## src/rtl/line_clear_engine.sv

```systemverilog
// Line-clear engine: on each lock event it scans the board from bottom to top, removes full rows and accumulates a saturating line count.
// Optional row flash before removal is enabled by defining LINE_CLEAR_FLASH_EN.
module line_clear_engine #(
    parameter int ROWS         = 20,
    parameter int COLS         = 10,
    parameter int TOTAL_WIDTH  = 16,
    parameter int FLASH_CYCLES = 8
) (
    input  logic                        clk,
    input  logic                        reset,
    input  logic                        start,
    input  logic [ROWS-1:0][COLS-1:0]   board_in,
    output logic [ROWS-1:0][COLS-1:0]   board_out,
    output logic                        clearing_line,
    output logic                        done,
    output logic [2:0]                  lines_cleared,
    output logic [TOTAL_WIDTH-1:0]      total_lines,
    output logic [ROWS-1:0]             flash_mask
);

    localparam int RW = (ROWS > 1) ? $clog2(ROWS) : 1;

`ifdef LINE_CLEAR_FLASH_EN
    localparam int FW = (FLASH_CYCLES > 1) ? $clog2(FLASH_CYCLES) : 1;
    typedef enum logic [2:0] {IDLE, SCAN, FLASH, SHIFT, DONE} state_t;
    logic [FW-1:0] flash_cnt;
`else
    typedef enum logic [2:0] {IDLE, SCAN, SHIFT, DONE} state_t;
`endif

    state_t                      state_q, state_d;
    logic [ROWS-1:0][COLS-1:0]   board_q;
    logic [RW-1:0]               row_idx;
    logic [2:0]                  pass_count;
    logic [2:0]                  lines_q;
    logic [TOTAL_WIDTH-1:0]      total_q;
    logic [TOTAL_WIDTH:0]        total_sum;
    logic [TOTAL_WIDTH-1:0]      total_next;
    logic                        row_full;

    assign row_full   = &board_q[row_idx];
    assign total_sum  = {1'b0, total_q} + (TOTAL_WIDTH+1)'(pass_count);
    assign total_next = total_sum[TOTAL_WIDTH] ? '1 : total_sum[TOTAL_WIDTH-1:0];

    always_comb begin
        state_d       = state_q;
        clearing_line = (state_q != IDLE);
        done          = (state_q == DONE);
        flash_mask    = '0;
        case (state_q)
            IDLE: if (start) state_d = SCAN;
            SCAN: begin
                if (row_full) begin
`ifdef LINE_CLEAR_FLASH_EN
                    state_d = FLASH;
`else
                    state_d = SHIFT;
`endif
                end else if (row_idx == '0) begin
                    state_d = DONE;
                end
            end
`ifdef LINE_CLEAR_FLASH_EN
            FLASH: begin
                flash_mask[row_idx] = 1'b1;
                if (flash_cnt == FW'(FLASH_CYCLES-1)) state_d = SHIFT;
            end
`endif
            SHIFT:   state_d = SCAN;
            DONE:    state_d = IDLE;
            default: state_d = IDLE;
        endcase
    end

    always_ff @(posedge clk) begin
        if (reset) begin
            state_q    <= IDLE;
            board_q    <= '0;
            row_idx    <= RW'(ROWS-1);
            pass_count <= '0;
            lines_q    <= '0;
            total_q    <= '0;
`ifdef LINE_CLEAR_FLASH_EN
            flash_cnt  <= '0;
`endif
        end else begin
            state_q <= state_d;
            case (state_q)
                IDLE: begin
                    if (start) begin
                        board_q    <= board_in;
                        row_idx    <= RW'(ROWS-1);
                        pass_count <= '0;
                    end
                end
                SCAN: begin
                    // row_idx stays put on a full row so the row dropped into it is rescanned
                    if (!row_full && row_idx != '0) row_idx <= row_idx - 1'b1;
`ifdef LINE_CLEAR_FLASH_EN
                    flash_cnt <= '0;
`endif
                end
`ifdef LINE_CLEAR_FLASH_EN
                FLASH: flash_cnt <= flash_cnt + 1'b1;
`endif
                SHIFT: begin
                    for (int unsigned r = 1; r < ROWS; r++) begin
                        if (RW'(r) <= row_idx) board_q[r] <= board_q[r-1];
                    end
                    board_q[0] <= '0;
                    if (pass_count != 3'd7) pass_count <= pass_count + 3'd1;
                end
                DONE: begin
                    lines_q <= pass_count;
                    total_q <= total_next;
                end
                default: ;
            endcase
        end
    end

    assign board_out     = board_q;
    assign lines_cleared = lines_q;
    assign total_lines   = total_q;

endmodule

```

## config.mk

```make
export PLATFORM = sky130hd
export DESIGN_NAME = line_clear_engine
export DESIGN_NICKNAME = d
export VERILOG_FILES = /design/src/rtl/line_clear_engine.sv
export SDC_FILE = /design/constraint.sdc
export NUM_CORES = 1
export LEC_CHECK = 0
export CORE_AREA = 2 2 173 175
export DETAILED_ROUTE_END_ITERATION = 8
export DIE_AREA = 0 0 175 177
export PLACE_DENSITY = 0.77
export SYNTH_ARGS = -nofsm -noshare
export SYNTH_HDL_FRONTEND = slang
export SYNTH_SLANG_ARGS = --single-unit
```

## constraint.sdc

```tcl
create_clock -name clk -period 4.6 [get_ports clk]
set_input_delay 0.92 -clock clk [delete_from_list [all_inputs] [get_ports clk]]
set_output_delay 0.92 -clock clk [all_outputs]
set_load 0.02 [all_outputs]
```

Yosys cells after proc, flatten, opt, wreduce, memory -nomap -nowiden

Index checks and enable logic that the tools add are counted.

Equality and inequality tests: 27
Reductions and logical operators: 32
Order comparisons: 20
Mux-type cells: 34
Add/subtract/negate cells: 3

Operators with widths:

| kind                                                                            | number |
|---|---|
| 200-bit one-hot mux with 2 select lines                                         | 1 |
| 10-bit 2-to-1 mux                                                               | 20 |
| 200-bit 2-to-1 mux                                                              | 1 |
| 3-bit AND reduction                                                             | 21 |
| 10-bit binary-select mux with 5-bit select                                      | 1 |
| 2-bit != test, second input constant                                            | 22 |
| 4-bit by 5-bit less-or-equal comparator with 1-bit output, first input constant | 8 |
| 3-bit by 5-bit less-or-equal comparator with 1-bit output, first input constant | 4 |
| 5-bit less-or-equal comparator, first input constant                            | 4 |
| 16-bit by 3-bit adder with 17-bit output                                        | 1 |
| 16-bit 2-to-1 mux                                                               | 1 |
| 3-bit 2-to-1 mux                                                                | 5 |
| 2-bit by 5-bit less-or-equal comparator with 1-bit output, first input constant | 2 |
| 5-bit 2-to-1 mux                                                                | 2 |
| 5-bit one-hot mux with 2 select lines                                           | 1 |
| 10-bit AND reduction                                                            | 1 |
| 3-bit one-hot mux with 3 select lines                                           | 1 |
| 3-bit by 2-bit == test with 1-bit output, second input constant                 | 2 |
| 5-bit by 6-bit < comparator with 1-bit output, second input constant            | 1 |
| 3-bit != test, second input constant                                            | 2 |
| 3-bit one-hot mux with 2 select lines                                           | 1 |
| 1-bit by 5-bit less-or-equal comparator with 1-bit output, first input constant | 1 |
| 5-bit logical NOT                                                               | 1 |
| 5-bit nonzero test                                                              | 1 |
| 9 further kinds                                                                 | 11 |

Bits in registers: 230
Word-level logic and storage cells: 141
Output and inout port bits: 241

Depth between registers and ports, before layout

Gate-level depths: netlist of the first run.

Depth after elaboration: 7
Gate-level depth with buffers: 12

Worst setup path after synthesis of the first run

No wires, ideal clock.

Path kind: input to register
Start point: input port start
End point: register board_q, in the netlist board_out[80]
Setup slack: 2.340 ns
Required time: 4.509 ns
Cell stages on the path: 8
Data arrival time: 2.169 ns
Library setup time: 0.091 ns
Cell sequence: and2_1 -> clkbuf_1 -> nor2_1 -> a21oi_1 -> a41o_1 -> clkbuf_1 -> nor2_1 -> a311oi_1

Longest elaborated chain between the ends: 2

Ends and longest elaborated chain:

| what                           | line | source |
|---|---|---|
| start: declaration             | 11   | `input logic start,` |
| 2-bit != test (no line)        | --   |  |
| 3-bit AND reduction (no line)  | --   |  |
| end signal: assignment         | 91   | `board_q <= board_in;` |
| end signal: indexed assignment | 108  | `if (RW'(r) <= row_idx) board_q[r] <= board_q[r-1];` |
| end: declaration               | 32   | `logic [ROWS-1:0][COLS-1:0] board_q;` |

Every way passes these cells.
A chain may end at the register's enable or synchronous reset.

Worst setup path after layout of the first run

Start point: register row_idx[2]
End point: register row_idx[4]

Longest elaborated chain between the ends: 7

Ends and longest elaborated chain:

| what                                       | line | source |
|---|---|---|
| start: declaration                         | 33   | `logic [RW-1:0] row_idx;` |
| start signal: assignment                   | 79   | `row_idx <= RW'(ROWS-1);` |
| start signal: assignment                   | 92   | `row_idx <= RW'(ROWS-1);` |
| start signal: assignment                   | 98   | `if (!row_full && row_idx != '0) row_idx <= row_idx - 1'b1;` |
| 10-bit binary-select mux with 5-bit select | 41   | `assign row_full = &board_q[row_idx];` |
| 10-bit 2-to-1 mux (not written as such)    | 41   |  |
| 10-bit AND reduction                       | 41   |  |
| 1-bit logical NOT                          | 98   |  |
| 1-bit logical AND                          | 98   |  |
| 2-bit != test (no line)                    | --   |  |
| 3-bit AND reduction (no line)              | --   |  |

Parallel ways exist; a longest one is shown, timed or not. The select of a mux whose other input is x is not followed.

==> results.py, run 1 <==
metrics = {
    "clocking": {
        "clock_path_buffers": 3,
        "ctsHtreeMaxLevel": 1,
        "cts_tree": "done",
        "clk_pin_slew_ns": 0.06,
        "clk_latency_ns": 0.54,
        "root_buffer": "clkbuf_16",
        "cts.sinks": 229,
        "ctsResizeCount": 0,
        "cts_hold_buffers": 0,
        "cts_made_buffers": 26,
        "cts_setup_buffers": 0,
    },
    "sta": {
        "setup_violations": 0,
        "period_needed_ns": 3.339,
        "clock.fmax_mhz": 299.5,
        "rsz0062_at_grt": "no",
        "finalClockSkew_ns": 0.01147,
        "final.setup.tns_ns": 0,
        "final_max_slew_viol_count": 0,
        "setup_slack_ns": 1.262,
        "worst_pin_slew_ns": 1.305,
        "slew_headroom_pct": 12.42,
        "fin_crit_sh_pct": 72.58,
        "hold_violations": 0,
        "holdWs_ns": 0.4644,
    },
    "layout": {
        "design_area_um2": 17110,
        "diodes": 0,
        "drive_gt1_share_pct": 4.197,
        "nNetsFinal": 2100,
        "area_growth_pct": 44.31,
    },
    "grt": {
        "grt_max_degree": 195,
        "grt-busiest-layer": "met2",
        "use_met2_pct": 52.04,
        "use_met3_pct": 5.627,
        "antenna_found_initial": 0,
        "grt.overflow.total": 0,
        "grt_use_met1_pct": 40.02,
        "track_usage_pct": 31.03,
        "grt_pass1_vias": 12400,
        "grt_pass1_wl_um": 75140,
    },
    "drt": {
        "drcViolationCount": 0,
        "first_pass_iters": 6,
        "first_iter_violations": 1558,
        "wl_um": 50570,
        "wl_per_cell_um": 22.03,
        "vias": 13390,
        "viasPerCell": 5.831,
        "drtAntennaViolNets": 0,
    },
    "power_and_ir_drop": {
        "leakage_nw": 6.978,
        "ir_drop_mv": 0.2833,
        "power.density_nw_per_um2": 383.1,
    },
    "place": {
        "dpl.hpwl_um": 37070,
        "io_buffers": 423,
        "dpl_cell_area_um2": 16150,
        "place_ws_ns": 1.255,
        "routabilityCongestion": 0.9958,
    },
    "worst_setup_path": {
        "r2r-start": "row_idx[2]",
        "worstSetupPathType": "reg -> reg",
        "reg2reg_slack_ns": 1.26,
        "slowest_delay_ns": 0.77,
        "r2r_end": "row_idx[4]",
        "cp-start-kind": "register",
        "crit_arrival_ns": 3.76,
        "critPathCaptureType": "register",
        "cp_cell_sequence": "nand2b_1 -> buf_4 -> o22ai_1 -> o21ai_0 -> nand3_1 -> nand2_1 -> a311oi_1 -> a21oi_1 -> nand4_1 -> mux2i_1",
        "cp_slowest_cell": "dfxtp_1",
        "reg2regPathDepth": 10,
        "critPathMaxFanout": 21,
        "worstPathRequired_ns": 5.02,
    },
    "synth": {
        "yosysTopAreaCellShare_pct": 38.67,
        "postSynthCellCount": 1549,
        "yosysSeqAreaShare_pct": 38.67,
        "synth_cell_types": 41,
        "synth_edf_count": 0,
        "synthTopCellsByArea": "dfxtp_1, a311oi_1, nand2_1",
        "synth_warnings": 0,
        "synthFlopType": "dfxtp_1",
        "synthesis.area_um2": 11860,
        "async_flop_share_pct": 0,
        "synth-seq-cells": 229,
        "avgSynthCellArea_um2": 7.653,
        "yosys.area.top_type": "dfxtp_1",
    },
    "floorplanning": {
        "dieArea_um2": 30980,
        "start_util_pct": 40.54,
        "ios": 444,
        "die_h_um": 177,
        "fp-row-count": 63,
        "core_area_um2": 29240,
        "die_x_um": 175,
    },
    "hold_path": {
        "min_from": "lines_cleared[1]",
        "min_delay_path_depth": 2,
        "hp-class": "reg -> reg",
        "holdPathEnd": "lines_cleared[1]",
    },
    "outcome": {
        "status": "finished, final reports clean",
    },
    "job": {
        "max_cap_violations": 0,
    },
}
## area by class of cell
type,instances,area (um2)
Clock inverter,10,156.4
Clock buffer,38,797.0
Timing Repair Buffer,450,4463
Tap cell,390,488.0
Inverter,11,41.29
Sequential cell,229,4588
Multi-Input combinational cell,1168,6574
Fill cell,2587,12140
## synthesized netlist by cell type (all sizes together) (4+ instances only)
cell type  count
a311oi       191
buf           46
and3           6
nand3         18
dfxtp        229
mux2i        102
nand2        417
a31oi          4
clkbuf       114
inv           10
nand2b         4
nor3          14
o21ai         33
nor2         221
a21oi         29
a22oi         12
xor2           8
ha            10
o22ai         51
xnor2          4
## cell families after synthesis
logic type / synth area share (%)
AND/OR/NAND/NOR: 22.72
AO/OA/AOI/OAI: 21.16
flip-flops: 38.67
buffers and inverters: 6.691
multiplexers: 8.612
XOR/XNOR: 0.8865
adder cells (fa/ha/maj): 1.224
other: 0.03163
## report_power, final
| part | total [mW] | switching, mW | internal, mW |
|---|---|---|---|
| sequential | 2.51 | 0.321 | 2.19 |
| clock | 2.30 | 0.878 | 1.42 |
| combinational | 1.74 | 0.943 | 0.798 |
| total | 6.55 | 2.14 | 4.41 |
## through the flow
stage          util (%)  instances  power, mW
4_1_cts           58.50       2296      6.547
3_3_place_gp      55.24       2248      4.240
2_1_floorplan         -       1568      3.369
3_5_place_dp      55.24       2248      4.266
6_report          58.50       2296      6.554
5_1_grt           58.50       2296      6.792
## worst max-delay path by stage
stage,slack (ns),end,start
3_3_place_gp,1.36,board_out[83],start
3_5_place_dp,1.26,board_out[86],start
6_report,1.26,row_idx[4],row_idx[2]
5_1_grt,0.98,row_idx[4],row_idx[2]
2_1_floorplan,2.34,board_out[80],start
4_1_cts,1.35,row_idx[4],row_idx[2]
## critical path: cells and delay by family, from the launching register on
kind,cells,cell delay (ns)
flops,1,0.77
simple gates,4,1.12
buf+inv,1,0.30
compound gates,4,0.87
mux,1,0.14
## flip-flops by register name, indices dropped and copies added, names as in the netlist
| register | flops |
|---|---|
| row_idx | 5 |
| board_out | 200 |
| pass_count | 3 |
| lines_cleared | 3 |
| state_q | 2 |
| total_lines | 16 |
## per-layer routing
| metal | wire [um] | vias to the layer above |
|---|---|---|
| met4 | 1891 | 0 |
| li1 | - | 6142 |
| met2 | 23910 | 838 |
| met5 | 0 | - |
| met1 | 20020 | 6291 |
| met3 | 4744 | 118 |
## layout by cell type, fill, tap and decap left out, drive strengths merged
master         netlist  routed
nand3               18      18
a211oi               1       1
a21boi               1       1
or2                  1       1
nor2b                3       3
xnor2                4       4
a22oi               12      12
a41o                 3       3
clkinv               1       6
nor3                14      14
clkinvlp             0       1
a31o                 1       1
inv                 10      10
clkbuf             114      38
and2                 2       2
a31oi                4       4
nand2b               4       4
ha                  10      10
o31ai                1       1
a21o                 3       3
a21oi               29      29
dfxtp              229     229
xor2                 8       8
fa                   1       1
and3                 6       6
conb                 1      20
clkdlybuf4s50        0     422
o21bai               1       1
nand2              417     417
nor2               221     221
mux2i              102     102
nand4                3       3
or3                  2       2
bufinv               0       4
or4                  1       1
buf                 46      28
o22ai               51      51
a311oi             191     191
o21ai               33      33
No activity file was read; power rests on OpenSTA's default activity.
==> inputs of run 2 (changes only) <==
==> config.mk (replaced) <==
export PLATFORM = sky130hd
export DESIGN_NAME = line_clear_engine
export DESIGN_NICKNAME = d
export VERILOG_FILES = /design/src/rtl/line_clear_engine.sv
export SDC_FILE = /design/constraint.sdc
export NUM_CORES = 1
export LEC_CHECK = 0
export CORE_ASPECT_RATIO = 1.75
export CORE_MARGIN = 2
export CORE_UTILIZATION = 41
export DETAILED_ROUTE_END_ITERATION = 8
export PLACE_DENSITY = 0.8
export SYNTH_ARGS = -nofsm -noshare
export SYNTH_HDL_FRONTEND = slang
export SYNTH_SLANG_ARGS = --single-unit
==> constraint.sdc (replaced) <==
create_clock -name clk -period 2.9 [get_ports clk]
set_input_delay 0.58 -clock clk [delete_from_list [all_inputs] [get_ports clk]]
set_output_delay 0.58 -clock clk [all_outputs]
set_load 0.02 [all_outputs]
==> run 2 against run 1 <==
Critical path depth shrank 1. Routed wire length rose by 7.0%. Sequential share of layout area fell by 0.22 points. Critical path type unchanged. Largest cell class unchanged.
==> results.py, run 2 (synthesis results as in run 1) <==
metrics = {
    "hold_path": {
        "hp-class": "reg -> reg",
    },
    "layout": {
        "multi_input_area_um2": 6576,
        "design_area_um2": 17250,
        "nNetsFinal": 2129,
        "drive_gt1_share_pct": 5.389,
        "largest_reg_flops": 200,
        "final_common_cell": "clkdlybuf4s50_1",
        "layout_common_cells": "clkdlybuf4s50_1, nand2_1, dfxtp_1, nor2_1, a311oi_1",
        "fillCellCount": 2592,
        "seqCellArea_um2": 4588,
        "final_cells": 2314,
        "area_growth_pct": 45.51,
    },
    "sta": {
        "slew_headroom_pct": 46.29,
        "finalClockSkew_ns": 0.01206,
        "rsz0062_at_grt": "no",
        "final.setup.tns_ns": 0,
        "clock.fmax_mhz": 363.1,
        "final_max_slew_viol_count": 0,
        "worst_pin_slew_ns": 0.8027,
        "hold_violations": 0,
        "setup_slack_ns": 0.1459,
        "setup_violations": 0,
        "fin_crit_sh_pct": 94.97,
        "period_needed_ns": 2.754,
        "holdWs_ns": 0.4745,
    },
    "drt": {
        "wl_um": 54100,
        "vias": 13580,
        "wl_per_cell_um": 23.38,
        "drcViolationCount": 0,
        "first_iter_violations": 1162,
        "viasPerCell": 5.869,
        "drtAntennaViolNets": 0,
        "first_pass_iters": 7,
    },
    "clocking": {
        "clk_pin_slew_ns": 0.07,
        "ctsResizeCount": 0,
        "cts.sinks": 229,
        "cts_made_buffers": 22,
        "cts_tree": "done",
        "root_buffer": "clkbuf_16",
        "clock_path_buffers": 3,
        "cts_setup_buffers": 0,
        "ctsHtreeMaxLevel": 1,
        "cts_hold_buffers": 0,
        "clk_latency_ns": 0.53,
    },
    "grt": {
        "track_usage_pct": 33.74,
        "grt_max_degree": 91,
        "grt_pass1_vias": 13070,
        "grt_pass1_wl_um": 79070,
        "antenna_found_initial": 6,
        "grt.overflow.total": 0,
    },
    "worst_setup_path": {
        "worstSetupPathType": "reg -> reg",
        "cp_slowest_cell": "dfxtp_4",
        "worstPathRequired_ns": 3.33,
        "critPathMaxFanout": 24,
        "cp_cell_sequence": "mux2i_1 -> o22ai_1 -> o21ai_0 -> nand3_1 -> nand2_1 -> a311oi_1 -> a21o_1 -> or4_1 -> mux2i_1",
        "crit_arrival_ns": 3.18,
        "critPathMostFrequentCell": "mux2i_1",
        "critPathCaptureType": "register",
        "cp-start-kind": "register",
        "slowest_delay_ns": 0.66,
    },
    "job": {
        "max_cap_violations": 0,
    },
    "floorplanning": {
        "die_x_um": 132.5,
        "ios": 444,
        "start_util_pct": 41.56,
        "dieArea_um2": 30340,
        "core_area_um2": 28520,
        "fp-row-count": 82,
        "die_h_um": 228.9,
    },
    "place": {
        "io_buffers": 423,
        "placed_cells": 2269,
        "dpl_cell_area_um2": 16460,
        "routabilityCongestion": 0.9422,
        "place_ws_ns": 0.1156,
        "dpl.hpwl_um": 41000,
    },
    "outcome": {
        "status": "finished, final reports clean",
    },
    "power_and_ir_drop": {
        "power.density_nw_per_um2": 579.8,
        "ir_drop_mv": 0.4123,
        "leakage_nw": 7.076,
    },
}
## run 2: cell types whose count changed in the layout (fill, tap and decap cells not counted), sizes merged
| cell | change |
|---|---|
| buf | +33 |
| bufinv | -1 |
| clkbuf | -7 |
| clkinv | -1 |
| diode | +6 |
## run 2: metal layers
metal / wire [um] / up-vias / GRT usage [%] / share of wire [%]
met3: 3672 / 209 / 4.480 / 6.8
met4: 4107 / 0 / 23.86 / 7.6
met2: 27270 / 783 / 59.70 / 50
li1: - / 6210 / - / -
met5: 0 / - / 0 / 0
met1: 19050 / 6380 / 36.74 / 35
## run 2: through the flow
stage / power (mW) / utilization (%)
after CTS: 9.997 / 60.41
final: 10.00 / 60.48
after global placement: 6.844 / 57.70
after global routing: 10.31 / 60.48
after detailed placement: 6.885 / 57.70
after floorplan: 5.344 / -
## run 2: worst max-delay path: cells and delay by family, from the launching register on
kind             cells  cell delay (ns)
multiplexers         2             0.54
flip-flops           1             0.66
AND/OR/NAND/NOR      3             0.63
AO/OA/AOI/OAI        4             0.78
## run 2: path summary, 6_finish.rpt
check,slack [ns],cells past startpoint,endpoint,startpoint
min reg2reg,0.47,2,lines_cleared[1],lines_cleared[1]
max reg2reg,0.15,9,row_idx[3],row_idx[0]
max,0.15,9,row_idx[3],row_idx[0]
min,0.47,2,lines_cleared[1],lines_cleared[1]
## run 2: power breakdown
group / internal (mW) / switching [mW] / total [mW]
Clock: 1.83 / 1.31 / 3.14
Sequential: 3.48 / 0.592 / 4.07
Combinational: 1.30 / 1.49 / 2.80
## run 2: final cells by class
class	count	share of cell area (%)
inverters	11	0.2394
clock inverters	8	0.7253
multi-input cells	1168	38.12
repair buffers	483	27.74
diodes	6	0.08704
well taps	378	2.742
flip-flops and latches	229	26.60
clock buffers	31	3.743
==> inputs of run 3 (changes only) <==
--- a/config.mk
+++ b/config.mk
@@ -5,11 +5,12 @@
 export SDC_FILE = /design/constraint.sdc
 export NUM_CORES = 1
 export LEC_CHECK = 0
-export CORE_ASPECT_RATIO = 1.75
+export CORE_ASPECT_RATIO = 1.25
 export CORE_MARGIN = 2
 export CORE_UTILIZATION = 41
 export DETAILED_ROUTE_END_ITERATION = 8
 export PLACE_DENSITY = 0.8
+export SLEW_MARGIN = 20
 export SYNTH_ARGS = -nofsm -noshare
 export SYNTH_HDL_FRONTEND = slang
 export SYNTH_SLANG_ARGS = --single-unit
==> run 3 against run 2 <==
Design area shrank 0.36%. Utilization is essentially flat. Critical endpoint is now done. Critical path type is now reg -> out. Critical path depth shrank 6. Die area shrank 0.15%. Sequential share of layout area grew 0.095 points. Sequential power shrank 1%. Via count grew 0.21%. Register-to-register slack gained 0.09 ns. Final cell count shrank 1.1%.
==> results.py, run 3 (synthesis results as in run 1) <==
metrics = {
    "worst_setup_path": {
        "reg2regPathDepth": 11,
        "cp_cell_sequence": "nand2_2 -> clkinv_1 -> clkdlybuf4s50_1",
        "r2r_end": "row_idx[1]",
        "critPathCaptureType": "output port",
        "path_delay_family": "buffers and inverters",
        "worstSetupPathType": "reg -> out",
        "cp-start-kind": "register",
        "critPathMaxFanout": 10,
        "crit_arrival_ns": 2.15,
        "reg2reg_slack_ns": 0.24,
        "crit_buf_inv": 2,
        "r2r-start": "row_idx[1]",
        "slowest_delay_ns": 0.64,
        "worstPathRequired_ns": 2.32,
        "cp_slowest_cell": "clkdlybuf4s50_1",
    },
    "sta": {
        "rsz0062_at_grt": "no",
        "setup_violations": 0,
        "period_needed_ns": 2.733,
        "slew_headroom_pct": 47.62,
        "worst_pin_slew_ns": 0.7857,
        "hold_violations": 0,
        "final.setup.tns_ns": 0,
        "clock.fmax_mhz": 366.0,
        "setup_slack_ns": 0.1675,
        "finalClockSkew_ns": 0.01952,
        "fin_crit_sh_pct": 94.23,
        "final_max_slew_viol_count": 0,
    },
    "drt": {
        "first_iter_violations": 1142,
        "wl_per_cell_um": 22.71,
        "wl_um": 51990,
        "drcViolationCount": 0,
        "viasPerCell": 5.946,
        "drtAntennaViolNets": 0,
        "first_pass_iters": 5,
        "vias": 13610,
    },
    "layout": {
        "final_common_cell": "clkdlybuf4s50_1",
        "layout_common_cells": "clkdlybuf4s50_1, nand2_1, dfxtp_1, nor2_1, a311oi_1",
        "drive_gt1_share_pct": 5.394,
        "area_growth_pct": 44.99,
        "nNetsFinal": 2127,
        "largest_reg_flops": 200,
        "final_util_pct": 60.52,
    },
    "grt": {
        "grt.overflow.total": 0,
        "grt_pass1_wl_um": 77840,
        "grt_pass1_vias": 13040,
        "grt_max_degree": 89,
        "antenna_found_initial": 6,
        "track_usage_pct": 32.86,
    },
    "power_and_ir_drop": {
        "leakage_nw": 7.066,
        "power.density_nw_per_um2": 575.9,
        "ir_drop_mv": 0.3648,
    },
    "floorplanning": {
        "die_x_um": 156.1,
        "dieArea_um2": 30300,
        "die_h_um": 194.1,
        "fp-row-count": 69,
        "core_area_um2": 28400,
        "ios": 444,
        "start_util_pct": 41.74,
    },
    "hold_path": {
        "min_delay_path_depth": 2,
        "hp-class": "reg -> reg",
        "min_from": "lines_cleared[1]",
        "holdPathEnd": "lines_cleared[1]",
    },
    "clocking": {
        "cts_tree": "done",
        "cts_made_buffers": 24,
        "cts_hold_buffers": 0,
        "ctsHtreeMaxLevel": 1,
        "root_buffer": "clkbuf_16",
        "clk_latency_ns": 0.54,
        "cts.sinks": 229,
        "clk_pin_slew_ns": 0.06,
        "clock_path_buffers": 3,
    },
    "place": {
        "dpl.hpwl_um": 38530,
        "io_buffers": 423,
        "place_ws_ns": 0.2640,
        "routabilityCongestion": 0.9844,
    },
    "job": {
        "max_cap_violations": 0,
    },
    "outcome": {
        "status": "finished, final reports clean",
    },
}
-- run 3: changes by cell type in the layout (fill, tap and decap cells not counted) --
| cell | previous run | this run |
|---|---|---|
| a21oi_1 | 28 | 29 |
| a21oi_2 | 1 | 0 |
| buf_4 | 52 | 48 |
| bufinv_16 | 3 | 0 |
| clkbuf_1 | 4 | 1 |
| clkbuf_16 | 23 | 25 |
| clkbuf_8 | 4 | 7 |
| clkinv_2 | 2 | 6 |
| clkinv_4 | 2 | 1 |
-- run 3: routing by layer --
metal | track usage (%) | wire, um | vias up
met5 | 0 | 0 | -
met4 | 17.67 | 3027 | 0
met3 | 5.096 | 4357 | 168
met2 | 56.36 | 25510 | 838
met1 | 39.21 | 19090 | 6403
li1 | - | - | 6202
-- run 3: per-stage QoR --
stage                     hold slack, ns  power [mW]  instances  area, um2
after floorplan                   0.4650       5.344       1568      11930
after global placement            0.4441       6.820       2242      16400
after detailed placement          0.4579       6.856       2242      16400
after CTS                         0.4660       9.884       2283      17170
after global routing              0.4891       10.25       2289      17190
final                             0.4665       9.900       2289      17190
-- run 3: where the power goes --
group | internal [mW] | switching [mW] | total (mW)
clock network | 1.74 | 1.32 | 3.06
logic | 1.31 | 1.52 | 2.82
registers | 3.48 | 0.536 | 4.01
total | 6.52 | 3.38 | 9.90
-- run 3: final cells by class --
type / instances / area, um2
fill: 2489 / 11210
multi-input combinational: 1168 / 6573
timing repair buffer: 479 / 4756
sequential: 229 / 4588
clock buffer: 33 / 725.7
tap: 355 / 444.2
clock inverter: 8 / 46.29
inverter: 11 / 41.29
antenna: 6 / 15.01
-- run 3: worst max-delay path by stage --
stage	start	to	slack, ns	depth (start not counted)
after floorplan	row_idx[0]	row_idx[3]	0.72	11
after global placement	row_idx[0]	row_idx[4]	0.27	10
after detailed placement	row_idx[0]	row_idx[4]	0.26	10
after CTS	state_q[1]	done	0.1	3
after global routing	row_idx[1]	row_idx[4]	0.03	11
final	state_q[1]	done	0.17	3
-- run 3: repair_timing --
| item | CTS | global route |
|---|---|---|
| buffers inserted | 0 | 0 |
| hold endpoints to repair | 0 | 0 |
| resized for setup | 0 | 1 |
| setup endpoints to repair | 0 | 1 |
-- run 3: worst min-delay path: stages, from the launching register on --
cell and delay, ns:
dfxtp_1 0.31, nand2_1 0.05, a21oi_1 0.06
